File: config.mk
export PLATFORM = sky130hd
export DESIGN_NAME = gerenciador_bolas
export DESIGN_NICKNAME = d
export VERILOG_FILES = /design/src/rtl/gerenciador_bolas.sv
export SDC_FILE = /design/constraint.sdc
export NUM_CORES = 1
export LEC_CHECK = 0
export CORE_ASPECT_RATIO = 1.75
export CORE_MARGIN = 2
export CORE_UTILIZATION = 47
export DETAILED_ROUTE_END_ITERATION = 10
export PLACE_DENSITY_LB_ADDON = 0.1
export RECOVER_POWER = 100
export SLEW_MARGIN = 20
export SYNTH_ARGS = -nofsm -noshare
export SYNTH_HDL_FRONTEND = slang
export SYNTH_SLANG_ARGS = --single-unit
File: constraint.sdc
create_clock -name CLOCK_50 -period 2.4 [get_ports CLOCK_50]
set_input_delay 0.24 -clock CLOCK_50 [delete_from_list [all_inputs] [get_ports CLOCK_50]]
set_output_delay 0.24 -clock CLOCK_50 [all_outputs]
set_load 0.02 [all_outputs]
File: src/rtl/gerenciador_bolas.sv
// Allied projectile pool: allocates slots on fire edges, moves
// live projectiles upward every game tick, frees them on hit or exit.
module gerenciador_bolas #(
  parameter int N_BOLAS  = 4,
  parameter int VEL      = 3,
  parameter int TICK_DIV = 500000,
  parameter int COOLDOWN = 8,
  parameter int Y_MIN    = 0,
  parameter int RAIO     = 5
) (
  input  logic                   CLOCK_50,
  input  logic                   reset,
  input  logic                   pausa,
  input  logic                   disparar,
  input  logic [9:0]             x_origem,
  input  logic [9:0]             y_origem,
  input  logic [N_BOLAS-1:0]     acerto,
  output logic [10*N_BOLAS-1:0]  x_bolas,
  output logic [10*N_BOLAS-1:0]  y_bolas,
  output logic [N_BOLAS-1:0]     ativa,
  output logic [9:0]             raio_bola,
  output logic                   disparo_aceito,
  output logic                   tick
);

  localparam int TW = $clog2(TICK_DIV);
  localparam int CW = $clog2(COOLDOWN + 2);
  localparam logic [9:0] LIMITE = 10'(Y_MIN + VEL);
  localparam logic [9:0] VEL_V  = 10'(VEL);

  typedef enum logic {LIVRE, ATIVA} estado_t;

  estado_t       est_q [N_BOLAS];
  estado_t       est_d [N_BOLAS];
  logic [9:0]    x_q   [N_BOLAS];
  logic [9:0]    x_d   [N_BOLAS];
  logic [9:0]    y_q   [N_BOLAS];
  logic [9:0]    y_d   [N_BOLAS];
  logic [TW-1:0] cnt_q, cnt_d;
  logic [CW-1:0] cd_q, cd_d;
  logic          disp_q;

  logic               fire_req;
  logic               livre_any;
  logic [N_BOLAS-1:0] sel;

  always_comb begin
    tick  = ~pausa & (cnt_q == TW'(TICK_DIV - 1));
    cnt_d = cnt_q;
    if (!pausa)
      cnt_d = tick ? '0 : cnt_q + TW'(1);

    fire_req  = disparar & ~disp_q;
    sel       = '0;
    livre_any = 1'b0;
    // A slot hit this cycle is still ATIVA here, so it is not reused yet
    for (int i = 0; i < N_BOLAS; i++) begin
      if (est_q[i] == LIVRE && !livre_any) begin
        sel[i]    = 1'b1;
        livre_any = 1'b1;
      end
    end

    disparo_aceito = fire_req & ~pausa & (cd_q == '0) & livre_any;

    cd_d = cd_q;
    if (disparo_aceito)
      cd_d = CW'(COOLDOWN);
    else if (tick && cd_q != '0)
      cd_d = cd_q - CW'(1);
  end

  always_comb begin
    for (int i = 0; i < N_BOLAS; i++) begin
      est_d[i] = est_q[i];
      x_d[i]   = x_q[i];
      y_d[i]   = y_q[i];
      if (!pausa) begin
        if (est_q[i] == LIVRE) begin
          if (disparo_aceito && sel[i]) begin
            est_d[i] = ATIVA;
            x_d[i]   = x_origem;
            y_d[i]   = y_origem;
          end
        end else if (acerto[i]) begin
          est_d[i] = LIVRE;
        end else if (tick) begin
          // Exit test precedes subtraction so y never wraps
          if (y_q[i] < LIMITE)
            est_d[i] = LIVRE;
          else
            y_d[i] = y_q[i] - VEL_V;
        end
      end
    end
  end

  always_ff @(posedge CLOCK_50 or negedge reset) begin
    if (!reset) begin
      cnt_q  <= '0;
      cd_q   <= '0;
      disp_q <= 1'b0;
      for (int i = 0; i < N_BOLAS; i++) begin
        est_q[i] <= LIVRE;
        x_q[i]   <= '0;
        y_q[i]   <= '0;
      end
    end else begin
      cnt_q  <= cnt_d;
      cd_q   <= cd_d;
      disp_q <= disparar;
      for (int i = 0; i < N_BOLAS; i++) begin
        est_q[i] <= est_d[i];
        x_q[i]   <= x_d[i];
        y_q[i]   <= y_d[i];
      end
    end
  end

  always_comb begin
    for (int i = 0; i < N_BOLAS; i++) begin
      ativa[i]          = (est_q[i] == ATIVA);
      x_bolas[10*i +: 10] = x_q[i];
      y_bolas[10*i +: 10] = y_q[i];
    end
  end

  assign raio_bola = 10'(RAIO);

endmodule
==> out/metrics.cfg <==
[status]
status=finished, final reports clean

[placed_design]
dp_hpwl_mm=13.1
port_buffers=113
placed_area_um2=7360
gp_congestion=0.916
dp.cells=910

[global_route]
first_global_vias=5617
grt_max_degree=74
antenna_found_initial=0
globalRouteOverflowTotal=0
grt_usage_pct=27.5
grt_pass1_wl_mm=29.1

[cts]
clk-insertion-delay-late_ns=0.36
cts_root_buf=clkbuf_16
cts_buffer_depth=2
clkTransAtPathRegs_ns=0.08
cts_made_buffers=9
cts_tree=done
cts.sinks=108
htree_levels=3

[synthesis]
syn_area_um2=5910
avgSynthCellArea_um2=9.42
ys_seq_area_share_pct=45.7
synth_seq_cells=108
synth_warnings=0
synthCells=627
synth-main-ff-cell=dfrtp_1
synth_edf_count=0
ys_types=77
synth-async-reset-ratio_pct=100

[detailed_routing]
vias=5596
drcViolationCount=0
ant_nets=0
firstDrtPassIters=5
drt-met1-wl_mm=6.66
met3_length_mm=1.12
drtIter0Drc=460
top_layer=met4
via_per_inst=6.03
route.met2.wl_mm=9.54
wl_per_cell_um=19.5
drt_wl_total_mm=18.1

[worst_setup_path]
crit_slowest_cell=or4_4
cpPeakStageDelay_ns=0.63
crit_path_end_kind=flop
required_ns=2.63
crit_buf_inv=1
critical_path_class=flop to flop
crit_chain=inv_1 > ha_1 > or3b_4 > or4_4 > nand2_2 > a21boi_1 > o211ai_1
start_kind=flop
critical_path.top_delay_family=simple AND/OR/NAND/NOR gates
path_max_fanout=10
cp.arrival_ns=2.54

[layout]
area_delta_synth_final_pct=29.8
layout-drive-gt1-share_pct=13.0
fill_cells=1048
n_antenna_cell=0
fin_nets=789
instances_no_fill=928
design_area_um2=7670

[pwr]
p_int_mw=4.02
power_leakage_nw=3.39
power.switching_mw=2.51
p_per_area_nw_per_um2=852
pwr-share-comb_pct=35.2
clkPwrFrac_pct=23.8
peakVddDrop_uv=786
power_frac_seq_pct=41.0
power.total_mw=6.54
p_sw_share_pct=38.4

[sta]
finalClockSkew_ns=0.0119
tightest_slew_ns=1.01
fmaxAchievable_mhz=433
fin_crit_ns=2.31
relSlewSlack_pct=32.9
finalSetupViolations=0
timing_hold_violations_final=0
slew_violations=0
fin_crit_sh_pct=96.3

[floorplanning]
die_x_um=88.8
die_area_um2=13500
coreArea_um2=12400
die_y_um=152
rows=54
top_level_ports=124
initial_core_util_pct=47.8

[worst_hold_path]
hold_class=flop to flop

[run]
cap_violations=0

## registers in the layout, summed over array words and instances (netlist names)
register  count
ativa         4
cd_q          4
cnt_q        19
disp_q        1
x_bolas      40
y_bolas      40
## Yosys cell counts (4+ instances only)
| library cell | number | area [um2] |
|---|---|---|
| o21ai_1 | 4 | 20.0 |
| or3_1 | 11 | 68.8 |
| nand3b_1 | 5 | 37.5 |
| nor3b_1 | 6 | 45.0 |
| a211oi_1 | 4 | 30.0 |
| nor4_1 | 21 | 131 |
| mux2i_1 | 9 | 90.1 |
| nor3_1 | 27 | 135 |
| o21ai_0 | 18 | 90.1 |
| nand2_1 | 102 | 383 |
| a21oi_1 | 24 | 120 |
| nand2b_1 | 4 | 25.0 |
| nor2_1 | 29 | 109 |
| o22ai_1 | 17 | 106 |
| mux2_2 | 20 | 225 |
| buf_2 | 11 | 55.1 |
| inv_1 | 14 | 52.6 |
| ha_1 | 6 | 75.1 |
| a311oi_1 | 4 | 35.0 |
| o31ai_1 | 7 | 52.6 |
| and3_1 | 7 | 43.8 |
| and4_1 | 5 | 43.8 |
| nand4b_1 | 4 | 35.0 |
| clkbuf_1 | 19 | 71.3 |
| a31oi_1 | 5 | 31.3 |
| dfrtp_1 | 108 | 2700 |
| nand3_1 | 27 | 135 |
| xnor2_1 | 10 | 87.6 |
| buf_4 | 10 | 75.1 |
| o211ai_1 | 7 | 52.6 |
| nand4_1 | 12 | 75.1 |
## per-stage QoR
step	TNS, ns	util, %	setup WS (ns)	hold slack, ns
after floorplan	0	-	0.166	-0.0556
after global placement	0	59.5	0.0857	0.245
after detailed placement	0	59.5	0.0107	0.252
after CTS	0	62.1	0.0578	0.406
after global routing	-0.00720	62.0	-0.00720	0.494
final	0	62.0	0.0893	0.470
## cell usage in the layout, fill, tap and decap left out, types with 4 or more instances in the layout
| master | count |
|---|---|
| nand3_1 | 27 |
| mux2_2 | 20 |
| clkdlybuf4s50_1 | 25 |
| o211ai_1 | 7 |
| nand3b_1 | 5 |
| nand2_1 | 102 |
| nor2_1 | 29 |
| nor3_1 | 27 |
| a21oi_1 | 24 |
| xnor2_1 | 10 |
| and4_1 | 5 |
| conb_1 | 10 |
| dlygate4sd3_1 | 86 |
| a211oi_1 | 4 |
| nor4_1 | 20 |
| dfrtp_1 | 108 |
| nor3b_1 | 5 |
| nand4b_1 | 4 |
| inv_1 | 14 |
| clkbuf_2 | 7 |
| clkbuf_16 | 9 |
| ha_1 | 6 |
| o31ai_1 | 7 |
| a31oi_1 | 5 |
| a311oi_1 | 4 |
| or3_1 | 12 |
| and3_1 | 7 |
| o21ai_0 | 18 |
| o22ai_1 | 17 |
| buf_4 | 26 |
| mux2i_1 | 9 |
| nand4_1 | 12 |
| nand2b_1 | 4 |
| clkbuf_1 | 6 |
| o21ai_1 | 4 |
| o311ai_0 | 4 |
## per-layer routing
metal	vias up	track usage (%)
met5	-	0
met2	270	46.9
met3	56	4.66
met1	2725	32.5
met4	0	13.3
li1	2545	-
## path summary, 6_finish.rpt
check / from / cells past startpoint / end / slack [ns]
setup reg to reg: cd_q[1]$_DFFE_PN0P_ / 7 / y_bolas[30]$_DFFE_PN0P_ / 0.09
min in group asynchronous: reset / 2 / y_bolas[26]$_DFFE_PN0P_ / 0.58
max in group asynchronous: reset / 3 / cd_q[1]$_DFFE_PN0P_ / 0.90
setup / recovery: cd_q[1]$_DFFE_PN0P_ / 7 / y_bolas[30]$_DFFE_PN0P_ / 0.09
hold reg to reg: x_bolas[30]$_DFFE_PN0P_ / 2 / x_bolas[30]$_DFFE_PN0P_ / 0.47
hold / removal: x_bolas[30]$_DFFE_PN0P_ / 2 / x_bolas[30]$_DFFE_PN0P_ / 0.47
## worst min-delay path, stage by stage (launching register included)
cell and delay, ns:
dfrtp_1 0.34, nand2_1 0.05, nand2_1 0.06
## layout make-up
type	instances	area, um2	area share [%]
Multi-Input combinational cell	468	2980	38.8
Sequential cell	108	2700	35.2
Timing Repair Buffer	154	1420	18.5
Clock buffer	9	225	2.94
Tap cell	168	210	2.74
Clock inverter	7	83.8	1.09
Inverter	14	52.6	0.685
## repair_timing
item | 4_1_cts | 5_1_grt
setup endpoints to repair | 2 | 13
hold buffers | 1 | 0
gates resized for setup | 3 | 7
hold endpoints to repair | 35 | 0
buffers inserted | 0 | 1
pin swaps | 0 | 1
## cell families after synthesis
family	synth area share, %
AOI/OAI and AO/OA	13.8
other	0.127
DFF	45.7
muxes	5.34
buffers and inverters	4.87
and+or+nand+nor	27.0
adders and majority gates	1.27
xor gates and xnor gates	1.93
## power groups by stage
stage	registers [mW]	clock network, mW	logic, mW
3_5_place_dp	2.71	0	2.43
5_1_grt	2.74	1.66	2.48
4_1_cts	2.68	1.58	2.44
2_1_floorplan	3.06	0	0.881
3_3_place_gp	2.69	0	2.38
6_report	2.68	1.56	2.30
No activity file was read; power rests on OpenSTA's default activity.
